$ cat src/rtl/clk_div_bank.sv
// Reconfigurable bank of NUM_CH clock dividers with per-channel high/low/phase/enable and a lock FSM.
// Optional macro CLKDIV_PHASE_PRESET_EN adds per-channel phase-preset delay counters.
module clk_div_bank #(
    parameter int NUM_CH      = 7,
    parameter int CW          = 8,
    parameter int PW          = 8,
    parameter int DEF_HI      = 2,
    parameter int DEF_LO      = 2,
    parameter int LOCK_CYCLES = 16,
    localparam int CHW        = (NUM_CH > 1) ? $clog2(NUM_CH) : 1
) (
    input  logic              refclk,
    input  logic              rst,
    input  logic              cfg_wr,
    input  logic [CHW-1:0]    cfg_chan,
    input  logic [CW-1:0]     cfg_hi,
    input  logic [CW-1:0]     cfg_lo,
    input  logic [PW-1:0]     cfg_prst,
    input  logic              cfg_en,
    output logic              cfg_err,
    output logic [NUM_CH-1:0] outclk,
    output logic [NUM_CH-1:0] period_tick,
    output logic              locked
);

    localparam int SW = $clog2(LOCK_CYCLES + 1);
    localparam logic [CHW:0] NUM_CH_W = (CHW + 1)'(NUM_CH);

    typedef enum logic [0:0] {SETTLE, LOCKED} lock_state_t;

    logic        wr_valid;
    logic        start_q, start_d;
    logic        err_q, err_d;
    lock_state_t state_q;
    logic [SW-1:0] settle_q;
    logic        locked_q;

    always_comb begin
        wr_valid = cfg_wr && ({1'b0, cfg_chan} < NUM_CH_W)
                   && (cfg_hi != '0) && (cfg_lo != '0);
        // start_q marks that the coming edge is cycle 0 for every channel
        start_d = wr_valid;
        err_d   = cfg_wr && !wr_valid;
    end

    always_ff @(posedge refclk or posedge rst) begin
        if (rst) begin
            start_q <= 1'b1;
            err_q   <= 1'b0;
        end else begin
            start_q <= start_d;
            err_q   <= err_d;
        end
    end

    always_ff @(posedge refclk or posedge rst) begin
        if (rst) begin
            state_q  <= SETTLE;
            settle_q <= '0;
            locked_q <= 1'b0;
        end else if (wr_valid) begin
            state_q  <= SETTLE;
            settle_q <= '0;
            locked_q <= 1'b0;
        end else begin
            case (state_q)
                SETTLE: begin
                    if (settle_q == SW'(LOCK_CYCLES)) begin
                        state_q  <= LOCKED;
                        locked_q <= 1'b1;
                    end else begin
                        settle_q <= settle_q + SW'(1);
                    end
                end
                LOCKED: locked_q <= 1'b1;
                default: begin
                    state_q  <= SETTLE;
                    settle_q <= '0;
                    locked_q <= 1'b0;
                end
            endcase
        end
    end

    assign cfg_err = err_q;
    assign locked  = locked_q;

`ifndef CLKDIV_PHASE_PRESET_EN
    logic unused_prst;
    assign unused_prst = ^cfg_prst;
`endif

    generate
        for (genvar gi = 0; gi < NUM_CH; gi++) begin : g_ch
            logic          sel;
            logic [CW-1:0] hi_q, hi_d, lo_q, lo_d;
            logic          en_q, en_d;
            logic [CW:0]   cnt_q, cnt_d, cnt_e, period;
            logic          out_q, out_d, tick_q, tick_d;
            logic          in_pre;
`ifdef CLKDIV_PHASE_PRESET_EN
            logic [PW-1:0] prst_q, prst_d, pre_q, pre_d, pre_e;
`endif

            always_comb begin
                sel  = wr_valid && (cfg_chan == CHW'(gi));
                hi_d = sel ? cfg_hi : hi_q;
                lo_d = sel ? cfg_lo : lo_q;
                en_d = sel ? cfg_en : en_q;
`ifdef CLKDIV_PHASE_PRESET_EN
                prst_d = sel ? cfg_prst : prst_q;
                pre_e  = start_q ? prst_q : pre_q;
                in_pre = (pre_e != '0);
                pre_d  = '0;
`else
                in_pre = 1'b0;
`endif
                period = {1'b0, hi_q} + {1'b0, lo_q};
                cnt_e  = start_q ? '0 : cnt_q;
                out_d  = 1'b0;
                tick_d = 1'b0;
                cnt_d  = '0;
                if (en_q) begin
                    if (in_pre) begin
`ifdef CLKDIV_PHASE_PRESET_EN
                        pre_d = pre_e - PW'(1);
`endif
                    end else begin
                        out_d  = (cnt_e < {1'b0, hi_q});
                        tick_d = (cnt_e == '0);
                        cnt_d  = ((cnt_e + (CW + 1)'(1)) == period) ? '0
                                                                   : cnt_e + (CW + 1)'(1);
                    end
                end
            end

            always_ff @(posedge refclk or posedge rst) begin
                if (rst) begin
                    hi_q   <= CW'(DEF_HI);
                    lo_q   <= CW'(DEF_LO);
                    en_q   <= 1'b1;
                    cnt_q  <= '0;
                    out_q  <= 1'b0;
                    tick_q <= 1'b0;
`ifdef CLKDIV_PHASE_PRESET_EN
                    prst_q <= '0;
                    pre_q  <= '0;
`endif
                end else begin
                    hi_q   <= hi_d;
                    lo_q   <= lo_d;
                    en_q   <= en_d;
                    cnt_q  <= cnt_d;
                    out_q  <= out_d;
                    tick_q <= tick_d;
`ifdef CLKDIV_PHASE_PRESET_EN
                    prst_q <= prst_d;
                    pre_q  <= pre_d;
`endif
                end
            end

            assign outclk[gi]      = out_q;
            assign period_tick[gi] = tick_q;
        end
    endgenerate

endmodule

$ cat config.mk
export PLATFORM = sky130hd
export DESIGN_NAME = clk_div_bank
export DESIGN_NICKNAME = d
export VERILOG_FILES = /design/src/rtl/clk_div_bank.sv
export SDC_FILE = /design/constraint.sdc
export NUM_CORES = 1
export LEC_CHECK = 0
export CORE_UTILIZATION = 37
export DETAILED_ROUTE_END_ITERATION = 8
export PLACE_DENSITY = 0.65
export SLEW_MARGIN = 15
export SYNTH_ARGS = -nofsm -noshare
export SYNTH_HDL_FRONTEND = slang
export SYNTH_SLANG_ARGS = --single-unit
$ cat constraint.sdc
create_clock -name refclk -period 15.2 [get_ports refclk]
set_clock_uncertainty 0.05 [all_clocks]
set_input_delay 3.04 -clock refclk [delete_from_list [all_inputs] [get_ports refclk]]
set_output_delay 3.04 -clock refclk [all_outputs]
set_load 0.02 [all_outputs]
==> metrics.txt <==
crit-path cells clkdlybuf4s50_1 -> nor4_1 -> nand2_1 -> nand3_1 -> a21oi_1 -> nand4b_1 -> mux2_2; Psw 0.696 mW; setup_tns 0 ns; vias in the first global route 9,291; cts repair resizes 0; crit-path leading delay family simple AND/OR/NAND/NOR gates; max cap viols 0; first-pass GRT wire length 46,800 um; RSZ-0062 raised after global routing false; outcome completed; IO Port Bufs 38; setup repair bufs after CTS 0; Die ar. 36,800 um2; Max stage delay on crit path 1.10 ns; DR WL/cell 15.6 um; Hold Crit Class flip-flop to flip-flop; Die X 192 um; # DRC 0; Mapped Nets 1,434; vias per cell 4.98; Final Hold Fails 0; total CTS buffers 24; share of layout cells above drive strength 1 17.0%; clock share of power 28.8%; all-layer global routing usage 15.9%; asr flop ratio synth 100%; sw frac 32.9%; sequential-to-total area share from yosys stat 38.7%; Max Slew Vio Count 0; Final ANT Viol Nets 0; Worst Max-Slew Pin Slew 1.11 ns; Synth Instances 1,275; first drt pass iteration count 6; clk_lat worst skew 0.52 ns; top-level I/O count 47; fill cell count 3,442; number of diodes 0; Post-Syn Area 13,300 um2; CP Max Fanout 17; Synth Warn # 0; logic gate share of total power 36.8%; WS Path Type input port to flip-flop; Post-CTS Hold Fix Bufs 0; largest net degree at the start of global routing 131; CP bufs+invs 1; Root Buffer Master clkbuf_16; CTS Buffer Depth 3; Net count, final 1,467; H-Tree Depth 1; Mean Syn Cell Area 10.5 um2; final period utilization 42.6%; Tot Pwr 2.12 mW; multi-input logic area 7520 um2; initial antenna violation count 1; std cell rows 69; CP max stage cell nand4b_1; pwr/cell area 141 nW/um2; post-synthesis register bit count 205; critical path endpoint category flip-flop; Initial Utilization 37.5%; EDFF count, synth 0; setup violators final 0; Crit path required time 15.55 ns; FF+latch area 5160 um2; core footprint 35,600 um2; Placer Congestion 0.813; CP Launch Type input port; Worst slew margin 26.2%; post-layout min period 6.48 ns; P_int 1.42 mW; Area growth, synth to finish 12.3%; placed cell count 1,743; Finished Layout Cells 1,787; die height 192 um; Crit path arrival time 6.83 ns; CTS tree done; initial DRC count 373; Reg power frac 34.3%; Most used DFF post-synth dfrtp_1; Fmax achieved 154 MHz; Clock Pin Slew Worst Setup and Hold Paths 0.06 ns; Lkg Pwr 7.06 nW; peak supply drop 0.0814 mV; vias post-DR 8,894; grt total ovfl 0; synth unique cells 65; clk sinks 205; Routed WL 27,900 um; hpwl dp 20,100 um
==> cells in the mapped netlist (35+ instances only) <==
cell type / n / area, um2
dfrtp_1: 183 / 4580
ha_1: 121 / 1510
mux2_2: 119 / 1340
inv_1: 102 / 383
nor2_1: 92 / 345
xnor2_1: 89 / 780
nand2_1: 51 / 191
xor2_1: 51 / 447
a21oi_1: 37 / 185
nor2b_1: 36 / 225
and3_1: 35 / 219
nand2b_1: 35 / 219
==> kinds of logic after synthesis <==
group	Yosys count	synth area share [%]
AOI/OAI and AO/OA	143	7.24
xor gates and xnor gates	150	10.9
adders and majority gates	128	12.4
buffers and inverters	151	4.98
DFF	205	38.7
muxes	123	10.3
and+or+nand+nor	375	15.5
==> final timing paths <==
kind | start | endpoint | slack, ns | cells after the start
worst min-delay path | g_ch[6].lo_q[2] | g_ch[6].lo_q[2] | 0.46 | 1
worst min register to register | g_ch[6].lo_q[2] | g_ch[6].lo_q[2] | 0.46 | 1
worst max register to register | start_q | g_ch[1].cnt_q[1] | 11.23 | 11
min in group asynchronous | rst | g_ch[6].out_q | 3.04 | 2
max in group asynchronous | rst | g_ch[3].hi_q[7] | 10.56 | 3
worst max-delay path | cfg_lo[4] | g_ch[6].lo_q[0] | 8.72 | 7
==> layout make-up <==
| cell class | instances | share of cell area [%] |
|---|---|---|
| clock inverter | 13 | 1.24 |
| timing repair buffer | 52 | 3.24 |
| sequential | 205 | 34.4 |
| inverter | 106 | 2.70 |
| clock buffer | 31 | 4.39 |
| multi-input combinational | 919 | 50.2 |
| tap | 461 | 3.85 |
==> layout by cell type (no fill, tap or decap), types with 13 or more instances in the layout <==
cell type	count
a21oi_1	37
nor4_1	13
o21a_1	18
o21ai_0	30
ha_1	121
inv_1	101
nand2b_1	35
nor3_1	22
nor2_1	92
dfstp_2	22
nand2_1	51
a21o_1	17
and3_1	35
clkdlybuf4s50_1	38
mux2_2	119
clkbuf_16	25
dfrtp_1	183
xor2_1	51
nand3_1	33
nor2b_1	36
xnor2_1	89
buf_4	14
nand4_1	16
==> power groups by stage <==
stage	logic (mW)	registers [mW]	clock network, mW
CTS	0.789	0.729	0.628
global placement	0.764	0.734	0
global route	0.880	0.743	0.649
detailed placement	0.782	0.737	0
finish	0.780	0.727	0.610
floorplan	0.657	0.708	0
==> per-stage QoR <==
step	hold slack, ns	utilization, %	worst slack, ns	area [um2]
finish	0.457	42.1	8.72	15000
global route	0.474	42.1	8.68	15000
CTS	0.463	42.1	8.85	15000
detailed placement	0.450	39.8	8.27	14100
global placement	0.442	39.8	8.43	14100
floorplan	0.434	-	6.55	13300
==> layer usage <==
metal | GRT usage (%) | up-vias | share of wire [%]
met5 | 0 | - | 0
met3 | 2.19 | 32 | 3.2
li1 | - | 4440 | -
met4 | 3.72 | 0 | 1.9
met1 | 20.7 | 4299 | 46
met2 | 27.7 | 123 | 49
==> flip-flops by register name, summed over array words and instances, names as in the netlist <==
signal	cells
g_ch.lo_q	56
cfg_err	1
start_q	1
locked	1
g_ch.hi_q	56
g_ch.tick_q	7
settle_q	5
g_ch.cnt_q	63
g_ch.en_q	7
state_q	1
g_ch.out_q	7
No activity file was read; power rests on OpenSTA's default activity.
